<file path="src/rtl/freq_meter.sv">
`default_nettype none
// ============================================================================
// Module   : freq_meter
// Brief    : Gate-window edge counter and edge-to-edge period meter for a
//            slow asynchronous input, sampled in the clkin domain.
// Revision : 1.0 - initial release
// ============================================================================
module freq_meter #(
  parameter int GATE_CYCLES = 50000000,
  parameter int CNT_W       = 32,
  parameter int SYNC_STAGES = 2
) (
  input  logic             clkin,
  input  logic             rstn,
  input  logic             en,
  input  logic             sig_in,
  output logic [CNT_W-1:0] freq_count,
  output logic             freq_valid,
  output logic [CNT_W-1:0] period,
  output logic             period_valid,
  output logic             no_signal
);

  // The gate counter is sized from the window length, not CNT_W, so a narrow
  // count width can still run a long window.
  localparam int                c_GATE_W    = (GATE_CYCLES > 2) ? $clog2(GATE_CYCLES) : 1;
  localparam logic [c_GATE_W-1:0] c_GATE_LAST = c_GATE_W'(GATE_CYCLES - 1);
  localparam logic [CNT_W-1:0]  c_CNT_MAX   = '1;

  typedef enum logic [0:0] {
    IDLE = 1'b0,
    GATE = 1'b1
  } state_t;

  state_t                r_state;
  logic [SYNC_STAGES-1:0] r_sync;
  logic                  r_prev;
  logic [c_GATE_W-1:0]   r_gate_cnt;
  logic [CNT_W-1:0]      r_edge_cnt;
  logic [CNT_W-1:0]      r_per_cnt;
  logic                  r_armed;

  logic                  w_edge;
  logic [CNT_W-1:0]      w_edge_sum;
  logic [CNT_W-1:0]      w_per_inc;

  always_ff @(posedge clkin or negedge rstn) begin
    if (!rstn) begin
      r_sync <= '0;
      r_prev <= 1'b0;
    end else begin
      r_sync <= {r_sync[SYNC_STAGES-2:0], sig_in};
      r_prev <= r_sync[SYNC_STAGES-1];
    end
  end

  assign w_edge     = r_sync[SYNC_STAGES-1] & ~r_prev;
  assign w_edge_sum = (r_edge_cnt == c_CNT_MAX) ? c_CNT_MAX : r_edge_cnt + CNT_W'(w_edge);
  assign w_per_inc  = (r_per_cnt == c_CNT_MAX) ? c_CNT_MAX : r_per_cnt + CNT_W'(1);

  always_ff @(posedge clkin or negedge rstn) begin
    if (!rstn) begin
      r_state      <= IDLE;
      r_gate_cnt   <= '0;
      r_edge_cnt   <= '0;
      r_per_cnt    <= '0;
      r_armed      <= 1'b0;
      freq_count   <= '0;
      freq_valid   <= 1'b0;
      period       <= '0;
      period_valid <= 1'b0;
      no_signal    <= 1'b0;
    end else begin
      freq_valid   <= 1'b0;
      period_valid <= 1'b0;
      case (r_state)
        IDLE: begin
          r_gate_cnt <= '0;
          r_edge_cnt <= '0;
          r_per_cnt  <= '0;
          r_armed    <= 1'b0;
          if (en) r_state <= GATE;
        end
        GATE: begin
          if (!en) begin
            // Abort: the partial window is dropped and the outputs keep their values.
            r_state    <= IDLE;
            r_gate_cnt <= '0;
            r_edge_cnt <= '0;
            r_armed    <= 1'b0;
          end else begin
            if (r_gate_cnt == c_GATE_LAST) begin
              freq_count <= w_edge_sum;
              freq_valid <= 1'b1;
              no_signal  <= (w_edge_sum == '0);
              r_gate_cnt <= '0;
              r_edge_cnt <= '0;
            end else begin
              r_gate_cnt <= r_gate_cnt + c_GATE_W'(1);
              r_edge_cnt <= w_edge_sum;
            end
            if (w_edge) begin
              r_per_cnt <= CNT_W'(1);
              r_armed   <= 1'b1;
              if (r_armed) begin
                period       <= r_per_cnt;
                period_valid <= 1'b1;
              end
            end else begin
              r_per_cnt <= w_per_inc;
            end
          end
        end
        default: r_state <= IDLE;
      endcase
    end
  end

endmodule
`default_nettype wire

</file>
<file path="config.mk">
export PLATFORM = sky130hd
export DESIGN_NAME = freq_meter
export DESIGN_NICKNAME = d
export VERILOG_FILES = /design/src/rtl/freq_meter.sv
export SDC_FILE = /design/constraint.sdc
export NUM_CORES = 1
export LEC_CHECK = 0
export BUFFER_PORTS_ARGS = -buffer_cell sky130_fd_sc_hd__buf_2
export CAP_MARGIN = 20
export CORE_MARGIN = 5
export CORE_UTILIZATION = 56
export CTS_BUF_LIST = sky130_fd_sc_hd__clkbuf_4
export CTS_CLUSTER_SIZE = 40
export DETAILED_ROUTE_END_ITERATION = 12
export PLACE_DENSITY = 0.9
export SYNTH_ARGS = -nofsm -noshare
export SYNTH_HDL_FRONTEND = slang
export SYNTH_SLANG_ARGS = --single-unit
</file>
<file path="constraint.sdc">
create_clock -name clkin -period 2.79 [get_ports clkin]
set_input_delay 0.558 -clock clkin [delete_from_list [all_inputs] [get_ports clkin]]
set_output_delay 0.558 -clock clkin [all_outputs]
set_load 0.01 [all_outputs]
</file>
=== Word-level counts from Yosys, hierarchy flattened ===
Index checks and enable logic that the tools add are counted.

* Logic and storage cells: 48
* Output and inout bits: 67
* Register bits after elaboration: 162

* Bitwise gates (word level): 3
* Eq/ne operators: 5
* Reductions and logical operators: 3
* $add $sub $neg: 3
* Muxes and demuxes: 22

{| class="wikitable"
|+ Operator list
! operator !! count
|-
| two-way mux 32 bit || 6
|-
| case mux 32 bit (2 select lines) || 2
|-
| equality test 32 bit (second input constant) || 2
|-
| two-way mux 26 bit || 2
|-
| case mux 26 bit (2 select lines) || 1
|-
| adder 32 x 1 -> 32 bit || 1
|-
| adder 32 x 1 -> 32 bit (second input constant) || 1
|-
| zero test 32 bit || 1
|-
| adder 26 x 1 -> 26 bit (second input constant) || 1
|-
| equality test 26 bit (second input constant) || 1
|-
| two-way mux 1 bit || 10
|-
| AND reduction 4 bit || 1
|-
| inequality test 3 x 2 -> 1 bit (second input constant) || 1
|-
| AND reduction 3 bit || 1
|-
| inequality test 2 bit (second input constant) || 1
|-
| inverter 1 bit || 2
|-
| case mux 1 bit (2 select lines) || 1
|-
| bitwise AND 1 bit || 1
|}

=== Depth between registers and ports, before layout ===
Gate-level depths: netlist (run 1).

* Word-level depth: 7
* Mapped depth: 12
* Gate-level depth less buffers: 10

=== Worst setup path before layout (run 1) ===
Ideal clock, no wire load.

* Path type: reg2reg
* Start: register r_prev
* End: register no_signal
* Clock period less this slack: 2.769 ns
* Data arrival time: 2.677 ns
* Slack: 0.021 ns
* Data required time: 2.698 ns
* Cell stages (with the launch flop): 12
* Cell sequence: dfrtp_1 > nor2b_1 > clkbuf_1 > ha_1 > ha_1 > nand3_2 > nor4_4 > or4b_1 > xnor2_1 > nor3b_1 > nand4_1 > o31ai_2

* Longest elaborated chain between the ends: 5

{| class="wikitable"
|+ Ends and longest elaborated chain
! element !! RTL line !! RTL
|-
| start: declaration || 37 || <nowiki>logic r_prev;</nowiki>
|-
| start signal: assignment || 53 || <nowiki>r_prev <= r_sync[SYNC_STAGES-1];</nowiki>
|-
| inverter 1 bit || 57 || <nowiki>assign w_edge = r_sync[SYNC_STAGES-1] & ~r_prev;</nowiki>
|-
| bitwise AND 1 bit || 57 ||
|-
| adder 32 x 1 -> 32 bit || 58 || <nowiki>assign w_edge_sum = (r_edge_cnt == c_CNT_MAX) ? c_CNT_MAX : r_edge_cnt + CNT_W'(w_edge);</nowiki>
|-
| two-way mux 32 bit || 58 ||
|-
| zero test 32 bit || 95 || <nowiki>no_signal <= (w_edge_sum == '0);</nowiki>
|-
| end signal: assignment || 95 ||
|-
| end: declaration || 21 || <nowiki>output logic no_signal</nowiki>
|}

No other way between the ends.
A chain may end at the register's enable or synchronous reset.

=== Final worst setup path (run 1) ===
* Start: register r_sync[1]
* End: register no_signal

* Longest elaborated chain between the ends: 4

{| class="wikitable"
|+ Ends and longest elaborated chain
! element !! RTL line !! RTL
|-
| start: declaration || 36 || <nowiki>logic [SYNC_STAGES-1:0] r_sync;</nowiki>
|-
| start signal: assignment || 52 || <nowiki>r_sync <= {r_sync[SYNC_STAGES-2:0], sig_in};</nowiki>
|-
| bitwise AND 1 bit || 57 ||
|-
| adder 32 x 1 -> 32 bit || 58 ||
|-
| two-way mux 32 bit || 58 ||
|-
| zero test 32 bit || 95 ||
|}

No other way between the ends.

==> results of run 1 <==
-- sequential cells by signal (all words and copies together) (netlist names) --
| register | cells |
|---|---|
| freq_count | 32 |
| freq_valid | 1 |
| no_signal | 1 |
| period | 32 |
| period_valid | 1 |
| r_armed | 1 |
| r_edge_cnt | 32 |
| r_gate_cnt | 26 |
| r_per_cnt | 32 |
| r_prev | 1 |
| r_state | 1 |
| r_sync | 2 |
-- cell type report --
class	instances	area [µm²]
clock buffers	18	135
diodes	1	2.50
well taps	180	225
fillers	1118	5220
clock inverters	14	91.3
flip-flops and latches	162	4050
repair buffers	86	517
inverters	19	71.3
multi-input cells	638	3460
-- cells in the final DEF (no fill, tap or decap), drive strengths merged, types with 2 or more instances in the layout --
cell type    n
clkbuf      18
a21oi       22
clkinvlp     7
and2         5
nand2b       5
nand4       29
clkinv       6
a211oi       2
a31oi       12
and4        11
ha           4
nor2b        2
mux2         2
a21o         5
nand2      164
a22o         9
o21ai       92
inv         20
buf         85
dfrtp      162
nor4        10
o22ai        2
nand3b       2
nor2       110
mux2i        2
o31ai        4
or2          4
a41oi        2
and3        16
nor3b        4
o21a         2
nand3       35
or3          3
nor3        20
xnor2       28
xor2        26
-- synth_stat cells (3+ instances only) --
library cell  number
buf_2             10
or3_1              3
xor2_1            26
nand2b_1           5
nor4_1             7
ha_1               4
a21o_1             5
buf_4              6
a22o_1             9
and4_1            10
nand2_1          162
nor4_4             3
nand3_1           34
nor3b_1            4
a21oi_1           22
o21ai_1           17
a31oi_1           12
xnor2_1           28
nor3_1            20
dfrtp_1          162
clkbuf_1          23
or2_2              3
and2_1             5
o31ai_1            3
and3_1            16
nand4_1           27
nor2_1           110
inv_1             19
o21ai_0           75
-- how the worst max path moves through the flow --
stage,slack [ns],depth (start not counted),end
final,0.22,11,no_signal
after global routing,0.03,11,no_signal
after CTS,0.14,10,no_signal
after detailed placement,0.19,10,no_signal
after global placement,0.27,10,no_signal
after floorplan,0.02,11,no_signal
-- metal layers --
metal | GRT usage [%] | part of all wire (%)
met1 | 31.3 | 45
met2 | 33.5 | 47
met3 | 4.88 | 6.5
met4 | 8.30 | 2.0
met5 | 0 | 0
-- critical path, cell delays in order, from the launching register on --
cell,delay (ns)
dfrtp_1,0.40
nor2b_2,0.16
ha_1,0.21
ha_1,0.21
buf_4,0.15
and3_1,0.22
nand3_1,0.17
mux2i_1,0.20
o22ai_1,0.08
nor4_1,0.33
nand4_1,0.16
o31ai_2,0.18
-- kinds of logic (layout without fill, tap and decap cells) --
kind of cell             after synthesis  count (layout)  share of synthesized area [%]
XOR/XNOR                              54              54                           6.08
buffers and inverters                 61             137                           3.51
flip-flops                           162             162                           52.1
AND/OR/NAND/NOR                      422             422                           25.8
multiplexers                           4               4                          0.547
other                                  0               1                              0
adder cells (fa/ha/maj)                4               4                          0.643
AO/OA/AOI/OAI                        154             154                           11.3
-- power by group through the flow --
stage	logic (µW)	registers, µW	clock network, µW
floorplan	57.4	2410	0
global placement	133	2410	0
detailed placement	137	2410	0
CTS	139	2360	1200
global route	157	2370	1310
finish	136	2360	1170
-- through the flow --
step           std cells  total power [µW]  area, µm²  setup slack (ns)  utilization [%]
3_3_place_gp        1084              2540       8310             0.271             60.4
4_1_cts             1117              3710       8550             0.136             62.1
6_report            1118              3670       8560             0.219             62.1
5_1_grt             1118              3830       8560            0.0325             62.1
2_1_floorplan        861              2470       7780            0.0211                -
3_5_place_dp        1084              2550       8310             0.185             60.4
-- timing repair --
item | CTS | global route
endpoints found under the hold margin | 58 | 0
hold buffers | 1 | 0
resized for setup | 0 | 1
setup endpoints to repair | 0 | 1
==> impl_metrics.csv, run 1 <==
group,metric,value,unit
pwr,power_density,429,mW/mm²
grt,grt_usage,22.1,%
critical_path,rr_startpoint,"r_sync[1]",
pwr,peakVddDrop,0.246,mV
cts,path_clk_slew,0.13,ns
pwr,p_leak,0.00409,µW
synthesis,async_flop_share,100,%
run_status,status,"finished clean",
pwr,switchingPower,931,µW
cts,cts_max_level,4,
floorplanning,initial_utilization,56.5,%
synthesis,yosysTopAreaCell,"dfrtp_1",
sta,period_needed,2.57,ns
pwr,power_frac_seq,64.4,%
drt,drcViolationCount,0,
sta,min_period_over_period,92.1,%
critical_path,cp_max_fo,4,
floorplanning,dieArea,0.0163,mm²
pwr,clkPwrFrac,31.9,%
cts,cts_inserted_buffers,17,
synthesis,synth_cells,861,
placement,io_buffers,70,
hold_path,whs_path_depth,1,
pwr,internal_power,2740,µW
hold_path,holdPathEnd,"r_sync[0]",
placement,hpwl,11.8,mm
drt,wl_per_cell,15.4,µm
drt,ant_nets,0,
floorplanning,io_pins,71,
sta,slew_headroom,49.8,%
critical_path,r2r_cells,11,
finish,syn_to_final_growth,9.99,%
drt,drt_wl_total,17.3,mm
finish,drive_above_1_share,13.9,%
floorplanning,core,0.0138,mm²
cts,cts_setup_buffers,0,
critical_path,worstSetupStartpointType,"flop",
critical_path,crit_path_end_kind,"flop",
synthesis,synth_enable_flop_cells,0,
grt,antenna_found_initial,1,
synthesis,synth_nets,869,
sta,worst_pin_slew,0.752,ns
sta,hold_viol,0,
pwr,combPwrFrac,3.7,%
sta,worst_clock_skew,0.0162,ns
synthesis,synth_seq_cells,162,
flow_run,drv_cap,0,
grt,grt_pass1_wl,29.4,mm
pwr,netSwitchingFraction,25.4,%
synthesis,yosysTopAreaCellShare,52.1,%
grt,grt_overflow,0,
drt,drtIter0Drc,598,
sta,setup_viol,0,
floorplanning,row_count,43,
cts,clk_latency,0.57,ns
sta,rsz0062_at_grt,"false",
sta,whs,0.0864,ns
critical_path,crit_required,3.28,ns
critical_path,crit_type,"flop to flop",
sta,final-max-slew-violation-count,0,
drt,drtPass1Iterations,5,
synthesis,synthFlopType,"dfrtp_1",
hold_path,hold_class,"input pin to flop",
critical_path,r2r_slack,0.22,ns
drt,via_per_inst,5.80,
placement,gp_congestion,0.868,
hold_path,hold_path_startpoint,"sig_in",
synthesis,ys_warn_count,0,
synthesis,ys_types,53,
drt,vias,6488,
grt,grt_pass1_vias,6071,
finish,nNetsFinal,932,
synthesis,syn_area_per_cell,9.03,µm²
cts,clock-sinks,162,
cts,tritoncts,"built",
cts,clk_path_buf_depth,2,
synthesis,synthTopCellsByArea,"dfrtp_1, nand2_1, nor2_1",
synthesis,syn_area,0.00778,mm²
floorplanning,dieWidth,128,µm
critical_path,critPathLaunch,"r_sync[1]",
floorplanning,die_h,128,µm
cts,clockRootBuffer,"clkbuf_4",
grt,grt_max_degree,61,
sta,fin_setup_tns,0,ns
critical_path,r2r_end,"no_signal",
synthesis,synth_seq_area_share,52.1,%
sta,fmax,389,MHz
critical_path,worstPathArrival,3.06,ns
Power figures use the tool's default switching activity.
==> inputs of run 2 (changes only) <==
Settings changed: ABC_AREA from default to 1.
==> run 2 against run 1 <==
  * Sequential share of layout area shrank 3.0 points
  * Maximum frequency up 7.5%
  * Synthesized area up 6.2%
  * Clock-buffer cell count rose by 1
  * Sequential cell count is the same
  * Die area grew 5.7%
  * Sequential power about the same
  * Via count grew 14%
  * Core utilization up 0.91 points
  * Largest cell class unchanged
  * Final area up 6.7%
==> impl_metrics.csv, run 2 <==
group,metric,value,unit
cts,cts_resized,0,
drt,drcViolationCount,0,
placement,hpwl,14.9,mm
critical_path,crit_path_end_kind,"flop",
floorplanning,dieWidth,131,µm
floorplanning,die_h,131,µm
critical_path,crit_required,3.29,ns
pwr,p_leak,0.00445,µW
finish,design_area,0.00913,mm²
grt,grt_pass1_vias,7239,
sta,worst_pin_slew,0.811,ns
critical_path,r2r_cells,14,
synthesis,yosysMostFrequentCell,"nand2_1",
sta,min_period_over_period,85.7,%
synthesis,ys_warn_count,0,
sta,final-max-slew-violation-count,0,
synthesis,synth_seq_cells,162,
critical_path,crit_type,"flop to flop",
synthesis,synthTopCellsByArea,"dfrtp_1, nand2_1, nor2_1",
floorplanning,row_count,44,
drt,wl_per_cell,14.8,µm
cts,clk_latency,0.55,ns
synthesis,synthFlopType,"dfrtp_1",
floorplanning,initial_utilization,57.1,%
drt,ant_nets,0,
synthesis,synth_nets,1099,
critical_path,worstSetupStartpointType,"flop",
synthesis,yosysTopAreaCellShare,49.1,%
cts,clock-sinks,162,
sta,worst_clock_skew,0.0276,ns
cts,path_clk_slew,0.14,ns
synthesis,ys_types,37,
pwr,power_density,431,mW/mm²
synthesis,synth.top_cells.by_count,"nand2_1, dfrtp_1, nor2_1, inv_1, o21ai_0",
drt,vias,7370,
synthesis,synth_cells,1091,
run_status,status,"finished clean",
grt,grt_max_degree,65,
floorplanning,dieArea,0.0173,mm²
finish,syn_to_final_growth,10.4,%
grt,grt_pass1_wl,34.5,mm
critical_path,cp_max_fo,6,
critical_path,worstPathArrival,2.89,ns
sta,rsz0062_at_grt,"false",
drt,drt_wl_total,20.1,mm
cts,cts_max_level,4,
synthesis,synth_enable_flop_cells,0,
hold_path,whs_path_depth,1,
synthesis,yosysTopAreaCell,"dfrtp_1",
drt,drtPass1Iterations,5,
synthesis,synth_seq_area_share,49.1,%
grt,antenna_found_initial,1,
cts,clockRootBuffer,"clkbuf_4",
cts,holdBufCountCts,1,
sta,fmax,418,MHz
synthesis,syn_area,0.00826,mm²
pwr,peakVddDrop,0.470,mV
cts,clk_path_buf_depth,2,
sta,whs,0.130,ns
placement,place_area,0.00881,mm²
hold_path,hold_class,"input pin to flop",
placement,io_buffers,70,
synthesis,async_flop_share,100,%
drt,drtIter0Drc,667,
cts,tritoncts,"built",
grt,grt_overflow,0,
finish,layout_common_cells,"nand2_1, dfrtp_1, nor2_1, inv_1, o21ai_0",
finish,layout_commonest_cell,"nand2_1",
drt,via_per_inst,5.40,
placement,gp_congestion,0.961,
sta,setup_viol,0,
floorplanning,core,0.0145,mm²
finish,fill_cells,1280,
cts,cts_inserted_buffers,17,
sta,period_needed,2.39,ns
grt,grt_usage,23.8,%
cts,cts_setup_buffers,0,
synthesis,syn_area_per_cell,7.57,µm²
finish,nNetsFinal,1175,
floorplanning,io_pins,71,
finish,drive_above_1_share,11.7,%
sta,fin_setup_tns,0,ns
sta,hold_viol,0,
flow_run,drv_cap,0,
sta,slew_headroom,45.8,%
run 2: per-layer routing:
metal | share of wire [%] | wire, µm | GRT usage (%)
met5 | 0 | 0 | 0
met4 | 3.2 | 640 | 9.83
met3 | 5.6 | 1120 | 5.24
met2 | 48 | 9680 | 38.7
met1 | 43 | 8700 | 31.0
run 2: path summary, 6_finish.rpt:
path / startpoint / end / slack [ns]
hold / removal: en / r_state / 0.13
min in group asynchronous: rstn / freq_count[8] / 0.53
setup reg to reg: r_sync[1] / no_signal / 0.40
hold reg to reg: r_sync[0] / r_sync[1] / 0.37
setup / recovery: r_sync[1] / no_signal / 0.40
max in group asynchronous: rstn / r_per_cnt[1] / 1.42
run 2: report_power, final:
part           switching [µW]  total, µW  internal (µW)
combinational            93.0        115           22.3
clock                     814       1450            641
sequential               6.36       2360           2360
total                     913       3930           3020
run 2: layout make-up:
class / count / area, µm² / area share, %
diodes: 1 / 2.50 / 0.0274
repair buffers: 82 / 449 / 4.92
clock buffers: 19 / 143 / 1.56
well taps: 184 / 230 / 2.52
multi-input cells: 770 / 3590 / 39.3
inverters: 134 / 504 / 5.53
clock inverters: 13 / 156 / 1.71
flip-flops and latches: 162 / 4050 / 44.4
run 2: kinds of logic (layout without fill, tap and decap cells):
logic type               count (synthesis)  count (layout)  share of synthesized area (%)
AO/OA/AOI/OAI                          144             144                           9.01
XOR/XNOR                                32              32                           3.39
adder cells (fa/ha/maj)                  4               4                          0.606
buffers and inverters                  159             248                           7.54
flip-flops                             162             162                           49.1
other                                    0               1                              0
AND/OR/NAND/NOR                        590             590                           30.4
run 2: critical path, cell delays in order, from the launching register on:
cell and delay, ns:
dfrtp_1 0.40, inv_1 0.05, nor2_1 0.20, ha_1 0.23, ha_1 0.21, nand3_1 0.15
inv_1 0.13, nand2_2 0.11, nor2_1 0.22, a21oi_1 0.10, nor2_1 0.20, nand3_1 0.12
nor2_1 0.09, nand3_1 0.08, nand2_1 0.06
run 2: metrics by stage:
stage	util [%]	worst slack, ns	cells	total power [µW]
floorplan	-	0.758	1091	2450
global placement	60.9	0.567	1331	2520
detailed placement	60.9	0.450	1331	2530
CTS	63.0	0.426	1364	3960
global route	63.0	0.0670	1365	4090
finish	63.0	0.398	1365	3930
